$ cat src/rtl/fetch_sequencer_if.sv
// rtl/fetch_sequencer_if.sv - instruction output stage handshake between fetch and decode
interface fetch_sequencer_if #(
    parameter int ADDR_W = 32,
    parameter int DATA_W = 32
);
    logic [DATA_W-1:0] instr_out;
    logic [ADDR_W-1:0] instr_pc;
    logic              instr_valid;
    logic              instr_ready;

    modport master (
        output instr_out,
        output instr_pc,
        output instr_valid,
        input  instr_ready
    );

    modport slave (
        input  instr_out,
        input  instr_pc,
        input  instr_valid,
        output instr_ready
    );
endinterface

$ cat src/rtl/fetch_sequencer.sv
// rtl/fetch_sequencer.sv - instruction fetch sequencer with one-entry output stage
module fetch_sequencer #(
    parameter int ADDR_W  = 32,
    parameter int DATA_W  = 32,
    parameter int LAST_PC = 6,
    parameter int CNT_W   = 16
) (
    input  logic                 clk,
    input  logic                 reset,
    input  logic                 start,
    output logic [ADDR_W-1:0]    imem_addr,
    input  logic [DATA_W-1:0]    imem_data,
    input  logic                 branch_valid,
    input  logic [ADDR_W-1:0]    branch_target,
    fetch_sequencer_if.master    out_if,
    output logic                 halted,
    output logic [CNT_W-1:0]     fetch_count
);
    localparam logic [ADDR_W-1:0] LAST = ADDR_W'(LAST_PC);

    typedef enum logic [1:0] {
        IDLE  = 2'd0,
        FETCH = 2'd1,
        DRAIN = 2'd2,
        HALT  = 2'd3
    } state_t;

    state_t              state;
    state_t              state_next;
    logic [ADDR_W-1:0]   pc;
    logic [DATA_W-1:0]   instr_out;
    logic [ADDR_W-1:0]   instr_pc;
    logic                instr_valid;
    logic                load;
    logic                xfer;
    logic                redirect;
    logic                to_halt;

    assign imem_addr          = pc;
    assign out_if.instr_out   = instr_out;
    assign out_if.instr_pc    = instr_pc;
    assign out_if.instr_valid = instr_valid;

    // State register
    always_ff @(posedge clk) begin
        if (reset) begin
            state <= IDLE;
        end else begin
            state <= state_next;
        end
    end

    // Next state plus the per-cycle load / redirect / halt decisions
    always_comb begin
        state_next = state;
        load       = 1'b0;
        redirect   = 1'b0;
        to_halt    = 1'b0;
        xfer       = instr_valid && out_if.instr_ready;
        case (state)
            IDLE: begin
                if (start) begin
                    state_next = FETCH;
                end
            end
            FETCH: begin
                if (branch_valid) begin
                    redirect = 1'b1;
                end else begin
                    load = (!instr_valid || out_if.instr_ready) && (pc <= LAST);
                    // Past the end, or just fetched the last word: stop loading
                    if ((pc > LAST) || (load && (pc == LAST))) begin
                        state_next = DRAIN;
                    end
                end
            end
            DRAIN: begin
                if (branch_valid) begin
                    redirect   = 1'b1;
                    state_next = FETCH;
                end else if (!instr_valid || xfer) begin
                    to_halt    = 1'b1;
                    state_next = HALT;
                end
            end
            default: begin
                state_next = state;
            end
        endcase
    end

    // PC, output stage, halt flag and saturating transfer counter
    always_ff @(posedge clk) begin
        if (reset) begin
            pc          <= '0;
            instr_out   <= '0;
            instr_pc    <= '0;
            instr_valid <= 1'b0;
            halted      <= 1'b0;
            fetch_count <= '0;
        end else begin
            // A transfer completes even when a redirect flushes the stage
            if (xfer && (fetch_count != {CNT_W{1'b1}})) begin
                fetch_count <= fetch_count + CNT_W'(1);
            end
            if (redirect) begin
                pc          <= branch_target;
                instr_valid <= 1'b0;
            end else if (load) begin
                instr_out   <= imem_data;
                instr_pc    <= pc;
                instr_valid <= 1'b1;
                pc          <= pc + ADDR_W'(1);
            end else if (xfer || to_halt) begin
                instr_valid <= 1'b0;
            end
            if (to_halt) begin
                halted <= 1'b1;
            end
        end
    end
endmodule
$ cat src/flat_wrapper.sv
// flat-port wrapper written by rule: the top's interface ports become plain ports
module fetch_sequencer_flat 
#(
    parameter int ADDR_W  = 32,
    parameter int DATA_W  = 32,
    parameter int LAST_PC = 6,
    parameter int CNT_W   = 16
)
  (clk, reset, start, imem_addr, imem_data, branch_valid, branch_target, halted, fetch_count, out_if_instr_out, out_if_instr_pc, out_if_instr_valid, out_if_instr_ready);
  fetch_sequencer_if #(.ADDR_W(ADDR_W), .DATA_W(DATA_W)) out_if_i ();
  input  logic clk;
  input  logic reset;
  input  logic start;
  output logic [ADDR_W-1:0] imem_addr;
  input  logic [DATA_W-1:0] imem_data;
  input  logic branch_valid;
  input  logic [ADDR_W-1:0] branch_target;
  output logic halted;
  output logic [CNT_W-1:0] fetch_count;
  output wire logic [$bits(out_if_i.instr_out)-1:0] out_if_instr_out;
  output wire logic [$bits(out_if_i.instr_pc)-1:0] out_if_instr_pc;
  output wire logic [$bits(out_if_i.instr_valid)-1:0] out_if_instr_valid;
  input wire logic [$bits(out_if_i.instr_ready)-1:0] out_if_instr_ready;
  assign out_if_instr_out = out_if_i.instr_out;
  assign out_if_instr_pc = out_if_i.instr_pc;
  assign out_if_instr_valid = out_if_i.instr_valid;
  assign out_if_i.instr_ready = out_if_instr_ready;
  fetch_sequencer #(.ADDR_W(ADDR_W), .DATA_W(DATA_W), .LAST_PC(LAST_PC), .CNT_W(CNT_W)) u_core (.clk(clk), .reset(reset), .start(start), .imem_addr(imem_addr), .imem_data(imem_data), .branch_valid(branch_valid), .branch_target(branch_target), .out_if(out_if_i), .halted(halted), .fetch_count(fetch_count));
endmodule
$ cat config.mk
export PLATFORM = sky130hd
export DESIGN_NAME = fetch_sequencer_flat
export DESIGN_NICKNAME = d
export VERILOG_FILES = /design/src/rtl/fetch_sequencer_if.sv /design/src/rtl/fetch_sequencer.sv /design/src/flat_wrapper.sv
export SDC_FILE = /design/constraint.sdc
export NUM_CORES = 1
export LEC_CHECK = 0
export BUFFER_PORTS_ARGS = -buffer_cell sky130_fd_sc_hd__clkbuf_2
export CAP_MARGIN = 40
export CORE_ASPECT_RATIO = 2
export CORE_MARGIN = 4
export CORE_UTILIZATION = 25
export DETAILED_ROUTE_END_ITERATION = 10
export PLACE_DENSITY = 0.49
export RECOVER_POWER = 50
export REMOVE_ABC_BUFFERS = 1
export SYNTH_ARGS = -nofsm -noshare
export SYNTH_HDL_FRONTEND = slang
export SYNTH_SLANG_ARGS = --single-unit
$ cat constraint.sdc
create_clock -name clk -period 3.11 [get_ports clk]
set_input_delay 0.4665 -clock clk [delete_from_list [all_inputs] [get_ports clk]]
set_output_delay 0.4665 -clock clk [all_outputs]
set_load 0.03 [all_outputs]
# ---- Yosys cells after proc, flatten, opt, wreduce, memory -nomap -nowiden
# Index checks and enable logic that the tools add are counted.
dict set report totals {
  regBits 116
  in_bits 69
  out_inout_bits 114
  word_cells 54
}
dict set report classes {
  add_sub_neg 2
  order_cmp 2
  n_eq_ne 8
  mux 17
  bitwise 1
  n_reduce_logical 17
}
# cell n
set op_table {}
lappend op_table {{$mux W32} 2}
lappend op_table {{$add A32 B1 Y32 const B} 1}
lappend op_table {{$eq A32 B3 Y1 const B} 1}
lappend op_table {{$gt A32 B3 Y1 const B} 1}
lappend op_table {{$le A32 B3 Y1 const B} 1}
lappend op_table {{$add A16 B1 Y16 const B} 1}
lappend op_table {{$ne A16 B16 Y1 const B} 1}
lappend op_table {{$mux W2} 5}
lappend op_table {{$mux W1} 9}
lappend op_table {{$pmux W2 S3} 1}
lappend op_table {{$reduce_and A5 Y1} 1}
lappend op_table {{$logic_and A1 B1 Y1} 4}
lappend op_table {{$logic_or A1 B1 Y1} 4}
lappend op_table {{$ne A2 B2 Y1 const B} 2}
lappend op_table {{$reduce_bool A2 Y1} 2}
lappend op_table {{$reduce_or A2 Y1} 2}
lappend op_table {{$ne A3 B2 Y1 const B} 1}
lappend op_table {{$reduce_bool A3 Y1} 1}
lappend op_table {{$eq A2 B1 Y1 const B} 1}
lappend op_table {{$eq A2 B2 Y1 const B} 1}
lappend op_table {{$logic_not A2 Y1} 1}
lappend op_table {{$ne A2 B1 Y1 const B} 1}
lappend op_table {{$reduce_and A2 Y1} 1}
lappend op_table {{$logic_not A1 Y1} 1}
lappend op_table {{$not A1 Y1} 1}

# ---- Depth between registers and ports, before layout
# Gate-level depths: netlist of run 1.
dict set report depth {
  word_depth 8
  mapped_depth 9
  depth_no_buf 7
}

# ---- Least setup slack after synthesis of run 1
# OpenSTA, ideal clock, no wires.
dict set report synth_timing {
  path_type {reg-to-reg}
  start {register u_core.pc[1], in the netlist u_core.imem_addr[1]}
  end {register u_core.instr_out[15], in the netlist u_core.out_if.instr_out[15]}
  setup_time_ns 0.132
  t_arrival_ns 1.956
  t_required_ns 2.978
  slack_ns 1.022
  stages_incl_launch_ff 8
  n_path_buf 2
  synth_period_minus_slack_ns 2.088
  cell_sequence {dfxtp_1 -> ha_1 -> o211ai_1 -> or4_1 -> buf_2 -> buf_2 -> nand2_1 -> a21oi_1}
}
dict set report synth_via {
  elab_chain_len 5
}
# item line_no
set synth_rtl {}
lappend synth_rtl {{start: declaration} fetch_sequencer.sv:30} ;# logic [ADDR_W-1:0] pc;
lappend synth_rtl {{start signal: assignment} fetch_sequencer.sv:107} ;# pc <= branch_target;
lappend synth_rtl {{start signal: assignment} fetch_sequencer.sv:113} ;# pc <= pc + ADDR_W'(1);
lappend synth_rtl {{$le A32 B3 Y1} fetch_sequencer.sv:70} ;# load = (!instr_valid || out_if.instr_ready) && (pc <= LAST);
lappend synth_rtl {{$logic_and A1 B1 Y1} fetch_sequencer.sv:70}
lappend synth_rtl {{$mux W1} fetch_sequencer.sv:67} ;# if (branch_valid) begin
lappend synth_rtl {{$mux W1} fetch_sequencer.sv:60} ;# case (state)
lappend synth_rtl {{$reduce_and A2 Y1 (no line)} -}
lappend synth_rtl {{end signal: assignment} fetch_sequencer.sv:110} ;# instr_out <= imem_data;
lappend synth_rtl {{end: declaration} fetch_sequencer.sv:31} ;# logic [DATA_W-1:0] instr_out;
# Every way passes these cells.
# A chain may end at the register's enable or synchronous reset.

# ---- Final worst setup path of run 1
dict set report layout_timing {
  start {register u_core.state[1]}
  end {register u_core.instr_valid, in the netlist u_core.out_if.instr_valid}
}
dict set report layout_via {
  elab_chain_len 4
  word_cells_on_any_way 10
  cone_classes {eq/ne (2); mux (4); reduce/logical (4)}
}
# item line_no
set layout_rtl {}
lappend layout_rtl {{start: declaration} fetch_sequencer.sv:28} ;# state_t state;
lappend layout_rtl {{start signal: assignment} fetch_sequencer.sv:49} ;# state <= state_next;
lappend layout_rtl {{$eq A2 B1 Y1 or $eq A2 B2 Y1 (tied branches)} fetch_sequencer.sv:60}
lappend layout_rtl {{$reduce_or A2 Y1 (no line) or $mux W1 (tied branches)} -}
lappend layout_rtl {{$mux W1 or $logic_or A1 B1 Y1 (tied branches)} -}
lappend layout_rtl {{$reduce_or A2 Y1 (no line) or $reduce_bool A2 Y1 (tied branches)} -}
lappend layout_rtl {{end signal: assignment} fetch_sequencer.sv:98} ;# instr_valid <= 1'b0;
lappend layout_rtl {{end signal: assignment} fetch_sequencer.sv:108} ;# instr_valid <= 1'b0;
lappend layout_rtl {{end signal: assignment} fetch_sequencer.sv:112} ;# instr_valid <= 1'b1;
lappend layout_rtl {{end: declaration} fetch_sequencer.sv:33} ;# logic instr_valid;
# Parallel ways exist; a longest one is shown, timed or not.

==> key figures, run 1 <==
Status
  – Status: finished clean

Place
  – I/O Buffers: 182
  – Worst slack, placed: 666 ps
  – Placed cells: 861
  – Routability cong.: 0.822
  – Dpl hpwl: 10.0 mm

Logic synthesis
  – EDFF count, synth: 0
  – Post-synth ARST share: 0%
  – Synthesized area: about 4300 sq um
  – Largest area contributor in the netlist: dfxtp_1
  – Top cells by area, synth: dfxtp_1 (54%), nand2_1 (12%), a21oi_1 (8.6%), and2_1 (4.8%), ha_1 (2.1%)
  – Ys flop type: dfxtp_1
  – Ys Warns: 0
  – Synth unique cells: 40
  – Post-synth top area share: 54.4%
  – Mean post-synth cell area: 8.63 sq um
  – Seq/Total Area, Yosys: 54.4%
  – Post-synthesis register bit count: 116
  – Post-Synthesis Cells: 495

Global routing
  – Initial antenna violation count: 0
  – Total track usage: 13.8%
  – Pin count of the biggest net entering global routing: 71
  – Vias in the first global route: 4138
  – Total grt overflow: 0
  – First-pass GRT wire length: 20.6 mm

Worst setup path
  – Crit path kind: reg -> reg
  – Worst Path Arrival: 2720 ps
  – Crit. End Element: flip-flop
  – Critical Path Fanout Max: 36
  – CP required: ~3400 ps
  – Worst Setup Start Kind: flip-flop

Final layout
  – Fraction of layout cells with a size suffix above 1: between 10% and 20%
  – Final #Nets: 749
  – Finished Layout Cells: 893
  – Antenna fix cells: 0
  – Synthesis-to-layout area growth: 36.9%

Route
  – DR WL/cell: 14.8 microns
  – DRC: 0
  – Initial DRT Pass Iterations: 4
  – DR vias/cell: 4.50
  – Post-Route WL: 13.3 mm
  – DRT antenna net count: 0
  – Vias: between 4000 and 5000
  – DRT iter0 DRCs: about 170

Clock tree
  – CTS max path bufs: 2
  – PostCTS Resize Cnt: 0
  – Clk sink count: 116
  – Clock Latency Late Sink: 410 ps
  – Hold_buf cts: 0
  – Root buffer cell: clkbuf_16
  – CTS clk-pin slew, worst paths: 60 ps
  – CTS buffer count: 17
  – H-tree levels: 4
  – CTS tree: built
  – Post-CTS Setup Inserts: 0

Timing
  – Fmax: between 0.4 and 0.5 GHz
  – Final hold slack: between 200 and 300 ps
  – Final worst path period share: 77.1%
  – Tmin final: ~2400 ps
  – Post-Route Setup TNS: 0 ps
  – Setup WS post-layout: roughly 710 ps
  – Fin. Hold Viols: 0
  – RSZ-0062 raised after global routing: no
  – Slew HR: between 40 and 50%
  – Tightest Pin Transition: 785 ps
  – Endpoints failing setup: 0
  – Final Skew: between 7 and 8 ps
  – Count of pins over their slew limit: 0

Pwr
  – Total Power: 4.54 mW
  – Max VDD drop: ~320 uV
  – Leakage: roughly 2.2 nW
  – Power Density: slightly below 800 nW/um^2

Die
  – Initial Utilization: between 20 and 30%
  – Row count: 67
  – Core ar.: 16800 sq um
  – Die Wd: 100 microns
  – I/O Pins: 183
  – DIE AREA: 19400 sq um
  – Die Span Y: slightly below 200 microns

Run
  – Max-cap viol count: 0

Min path
  – Hold Crit Class: in -> reg
final timing paths:
| kind | startpoint | endpoint | slack (ps) | depth (start not counted) |
|---|---|---|---|---|
| min reg2reg | u_core.out_if.instr_out[0] | u_core.out_if.instr_out[0] | 450 | 2 |
| min | branch_target[18] | u_core.imem_addr[18] | 280 | 3 |
| max | u_core.state[1] | u_core.out_if.instr_valid | 710 | 7 |
| max reg2reg | u_core.state[1] | u_core.out_if.instr_valid | 710 | 7 |
per-stage QoR:
stage                     utilization [%]  cell area, sq um
after detailed placement             32.1              5390
after global routing                 34.9              5850
after CTS                            35.7              5990
after global placement               32.1              5390
after floorplan                         -              4140
final                                34.9              5850
state kept, by name, summed over array words and instances (netlist names):
| register | flops |
|---|---|
| u_core.fetch_count | 16 |
| u_core.state | 2 |
| u_core.out_if.instr_valid | 1 |
| u_core.imem_addr | 32 |
| u_core.out_if.instr_pc | 32 |
| u_core.out_if.instr_out | 32 |
| u_core.halted | 1 |
critical path, cell delays in order, from the launching register on:
cell and delay, ps:
dfxtp_1 320, inv_1 100, ha_1 220, nor4b_1 250, nand4_1 260, or4_1 630
buf_4 280, a211oi_1 250
kinds of logic after synthesis:
kind of cell,synth area share (%)
AND/OR/NAND/NOR,24.9
XOR/XNOR,1.85
AO/OA/AOI/OAI,13.0
buffers and inverters,3.34
multiplexers,0.498
flip-flops,54.4
adder cells (fa/ha/maj),2.05
where the power goes:
group	total (mW)	internal, mW	switching [mW]
logic	0.856	0.244	0.612
registers	1.70	1.61	0.0963
clock network	1.98	1.27	0.718
total	4.54	3.12	1.43
layer usage:
| layer | track usage [%] | wire length, microns |
|---|---|---|
| met1 | 13.3 | 4690 |
| met2 | 25.8 | 7380 |
| met3 | 3.91 | 738 |
| met4 | 7.63 | 445 |
| met5 | 0 | 0 |
synth_stat cells (4+ instances only):
library cell / number
and2_1: 33
nor4_1: 6
a211oi_1: 6
dfxtp_1: 116
nand2_1: 136
xnor2_1: 6
o21ai_0: 4
a21oi_1: 73
nand4_1: 5
nor2b_1: 4
clkbuf_1: 23
nor2_1: 15
buf_2: 6
nand3_1: 8
inv_1: 4
or4_1: 4
ha_1: 7
cell usage in the layout (no fill, tap or decap), types with 4 or more instances in the layout:
cell         n
a211oi_1     6
a21oi_1     73
and2_1      33
buf_4        9
clkbuf_1   114
clkbuf_16   17
clkbuf_2    68
clkinv_4     4
dfxtp_1    116
ha_1         7
inv_1        4
nand2_1    136
nand3_1      8
nand4_1      5
nor2_1      15
nor2b_1      4
nor4_1       6
o21ai_0      4
or4_1        4
xnor2_1      6
final cells by class:
cell class	count	area (sq um)
fillers	1817	10900
flip-flops and latches	116	2320
multi-input cells	344	1820
repair buffers	190	832
clock buffers	18	429
well taps	207	259
clock inverters	14	176
inverters	4	15.0
Power figures use the tool's default switching activity.
==> inputs of run 2 (changes only) <==
- PLACE_DENSITY: 0.49 -> 0.51
- clock period: 3.11 -> 2.03 ns (I/O delays scaled with it)
==> key figures, run 2 (synthesis gave the netlist of run 1 again) <==
Status
  – Status: finished clean (unchanged)

Clock tree
  – Clock Latency Late Sink: 410 ps (about the same)
  – Clk sink count: 116 (unchanged)
  – CTS buffer count: 17 (unchanged)
  – CTS max path bufs: 2 (unchanged)
  – H-tree levels: 4 (unchanged)
  – Root buffer cell: clkbuf_16 (unchanged)
  – CTS tree: built (unchanged)
  – CTS clk-pin slew, worst paths: 60 ps (about the same)

Final layout
  – Antenna fix cells: 0 (unchanged)
  – Most frequent cells in the layout: nand2_1 (136), dfxtp_1 (108), clkbuf_1 (91), clkbuf_2 (91), a21oi_1 (67) (was nand2_1 (136), dfxtp_1 (116), clkbuf_1 (114))
  – Fillcell total: 1780 (was 1817)
  – Finished Layout Cells: 938 (was 893)
  – Fraction of layout cells with a size suffix above 1: 29.7% (was 16.0%)
  – Commonest non-fill, non-tap cell in the layout: nand2_1 (unchanged)
  – Final #Nets: 794 (was 749)
  – Synthesis-to-layout area growth: 51.4% (was 36.9%)
  – Sequential cell area: 2330 sq um (was 2320 sq um)
  – Final Core Density: 38.6% (was 34.9%)
  – Area of the multi-input gates: 1990 sq um (was 1820 sq um)

Global routing
  – Pin count of the biggest net entering global routing: 40 (was 71)
  – Total track usage: 14.5% (was 13.8%)
  – First-pass GRT wire length: 21.9 mm (was 20.6 mm)
  – Vias in the first global route: 4295 (was 4138)
  – Initial antenna violation count: 0 (unchanged)
  – Total grt overflow: 0 (unchanged)

Die
  – Die Wd: 100 microns (unchanged)
  – Initial Utilization: 25.5% (unchanged)
  – Row count: 67 (unchanged)
  – Die Span Y: 193 microns (unchanged)
  – I/O Pins: 183 (unchanged)
  – Core ar.: 16800 sq um (unchanged)
  – DIE AREA: 19400 sq um (unchanged)

Pwr
  – Max VDD drop: 492 uV (was 317 uV)
  – Leakage: 2.56 nW (was 2.18 nW)
  – Power Density: 1150 nW/um^2 (was 777 nW/um^2)
  – Total Power: 7.44 mW (was 4.54 mW)

Worst setup path
  – Crit. End Element: flip-flop (unchanged)
  – Crit path kind: reg -> reg (unchanged)
  – Worst Setup Start Kind: flip-flop (unchanged)
  – CP required: 2330 ps (was 3430 ps)
  – Critical Path Fanout Max: 15 (was 36)
  – R2R depth: 10 (was 7)
  – Worst Path Arrival: 2320 ps (was 2720 ps)

Place
  – Routability cong.: 0.805 (was 0.822)
  – Placed cells: 903 (was 861)
  – Dpl hpwl: 10.3 mm (was 10.0 mm)
  – Worst slack, placed: -150 ps (was 666 ps)
  – I/O Buffers: 182 (unchanged)

Route
  – Initial DRT Pass Iterations: 4 (unchanged)
  – DRC: 0 (unchanged)
  – DRT antenna net count: 0 (unchanged)
  – DRT iter0 DRCs: 58 (was 167)
  – DR WL/cell: 14.9 microns (was 14.8 microns)
  – Post-Route WL: 14.0 mm (was 13.3 mm)
  – Vias: 4270 (was 4015)
  – DR vias/cell: 4.55 (was 4.50)

Timing
  – Endpoints failing setup: 0 (unchanged)
  – Tightest Pin Transition: 637 ps (was 785 ps)
  – Tmin final: 2020 ps (was 2400 ps)
  – Slew HR: 57.5% (was 47.4%)
  – Final worst path period share: 99.6% (was 77.1%)
  – Final Skew: 8.46 ps (was 7.65 ps)
  – Post-Route Setup TNS: 0 ps (unchanged)
  – Setup WS post-layout: 7.42 ps (was 711 ps)
  – Fmax: 0.494 GHz (was 0.417 GHz)
  – Count of pins over their slew limit: 0 (unchanged)
  – RSZ-0062 raised after global routing: yes (was no)
  – Fin. Hold Viols: 0 (unchanged)

Min path
  – WHS Path Cells: 3 (unchanged)
  – Hold Crit Class: in -> reg (unchanged)

Run
  – Max-cap viol count: 0 (unchanged)
[run 2: cell types whose count changed in the layout (fill, tap and decap cells not counted), moves of 4 or more]
| cell | delta |
|---|---|
| a21oi_1 | -6 |
| a21oi_2 | +6 |
| and2_1 | -11 |
| and2_4 | +11 |
| buf_4 | +37 |
| clkbuf_1 | -23 |
| clkbuf_2 | +23 |
| dfxtp_1 | -8 |
| dfxtp_2 | +8 |
| nor4_1 | -4 |
| nor4_4 | +4 |
[run 2: worst max-delay path: stages, from the launching register on]
cell     delay [ps]
dfxtp_2         320
inv_2            70
ha_4            130
nor4b_4         180
nand4_1         160
buf_4           180
nor4_4          250
buf_6           190
nor2_4           80
buf_12          190
and2_1          150
[run 2: power breakdown]
part           internal, mW  switching, mW  total (mW)
logic                 0.708           1.07        1.77
registers              2.47          0.151        2.62
clock network          1.94           1.10        3.05
[run 2: final cells by class]
| type | count | share of cell area [%] |
|---|---|---|
| sequential | 116 | 36.1 |
| multi-input combinational | 344 | 30.7 |
| clock inverter | 14 | 2.73 |
| tap | 207 | 4.00 |
| clock buffer | 18 | 6.63 |
| inverter | 4 | 0.232 |
| timing repair buffer | 235 | 19.6 |
[run 2: worst paths after layout]
kind | startpoint | endpoint | slack [ps]
max | u_core.state[1] | u_core.out_if.instr_pc[4] | 7
min | imem_data[0] | u_core.out_if.instr_out[0] | 120
max reg2reg | u_core.state[1] | u_core.out_if.instr_pc[4] | 7
min reg2reg | u_core.out_if.instr_pc[0] | u_core.out_if.instr_pc[0] | 450
[run 2: repair_timing]
item,CTS,global route
endpoints found under the setup margin,70,71
cloned,1,2
gates resized for setup,20,31
pin swaps,11,12
setup buffers,1,1
hold buffers,0,0
[run 2: routing by layer]
metal | GRT usage [%] | up-vias | routed length, microns
li1 | - | 2107 | -
met1 | 14.6 | 2027 | 4930
met2 | 27.6 | 120 | 8090
met3 | 3.80 | 16 | 742
met4 | 5.92 | 0 | 258
met5 | 0 | - | 0
[run 2: stage by stage]
step | hold slack (ps) | cell area [sq um]
global placement | 436 | 5720
floorplan | 374 | 4140
global route | 103 | 6470
CTS | 99.5 | 6460
finish | 118 | 6470
detailed placement | 445 | 5720
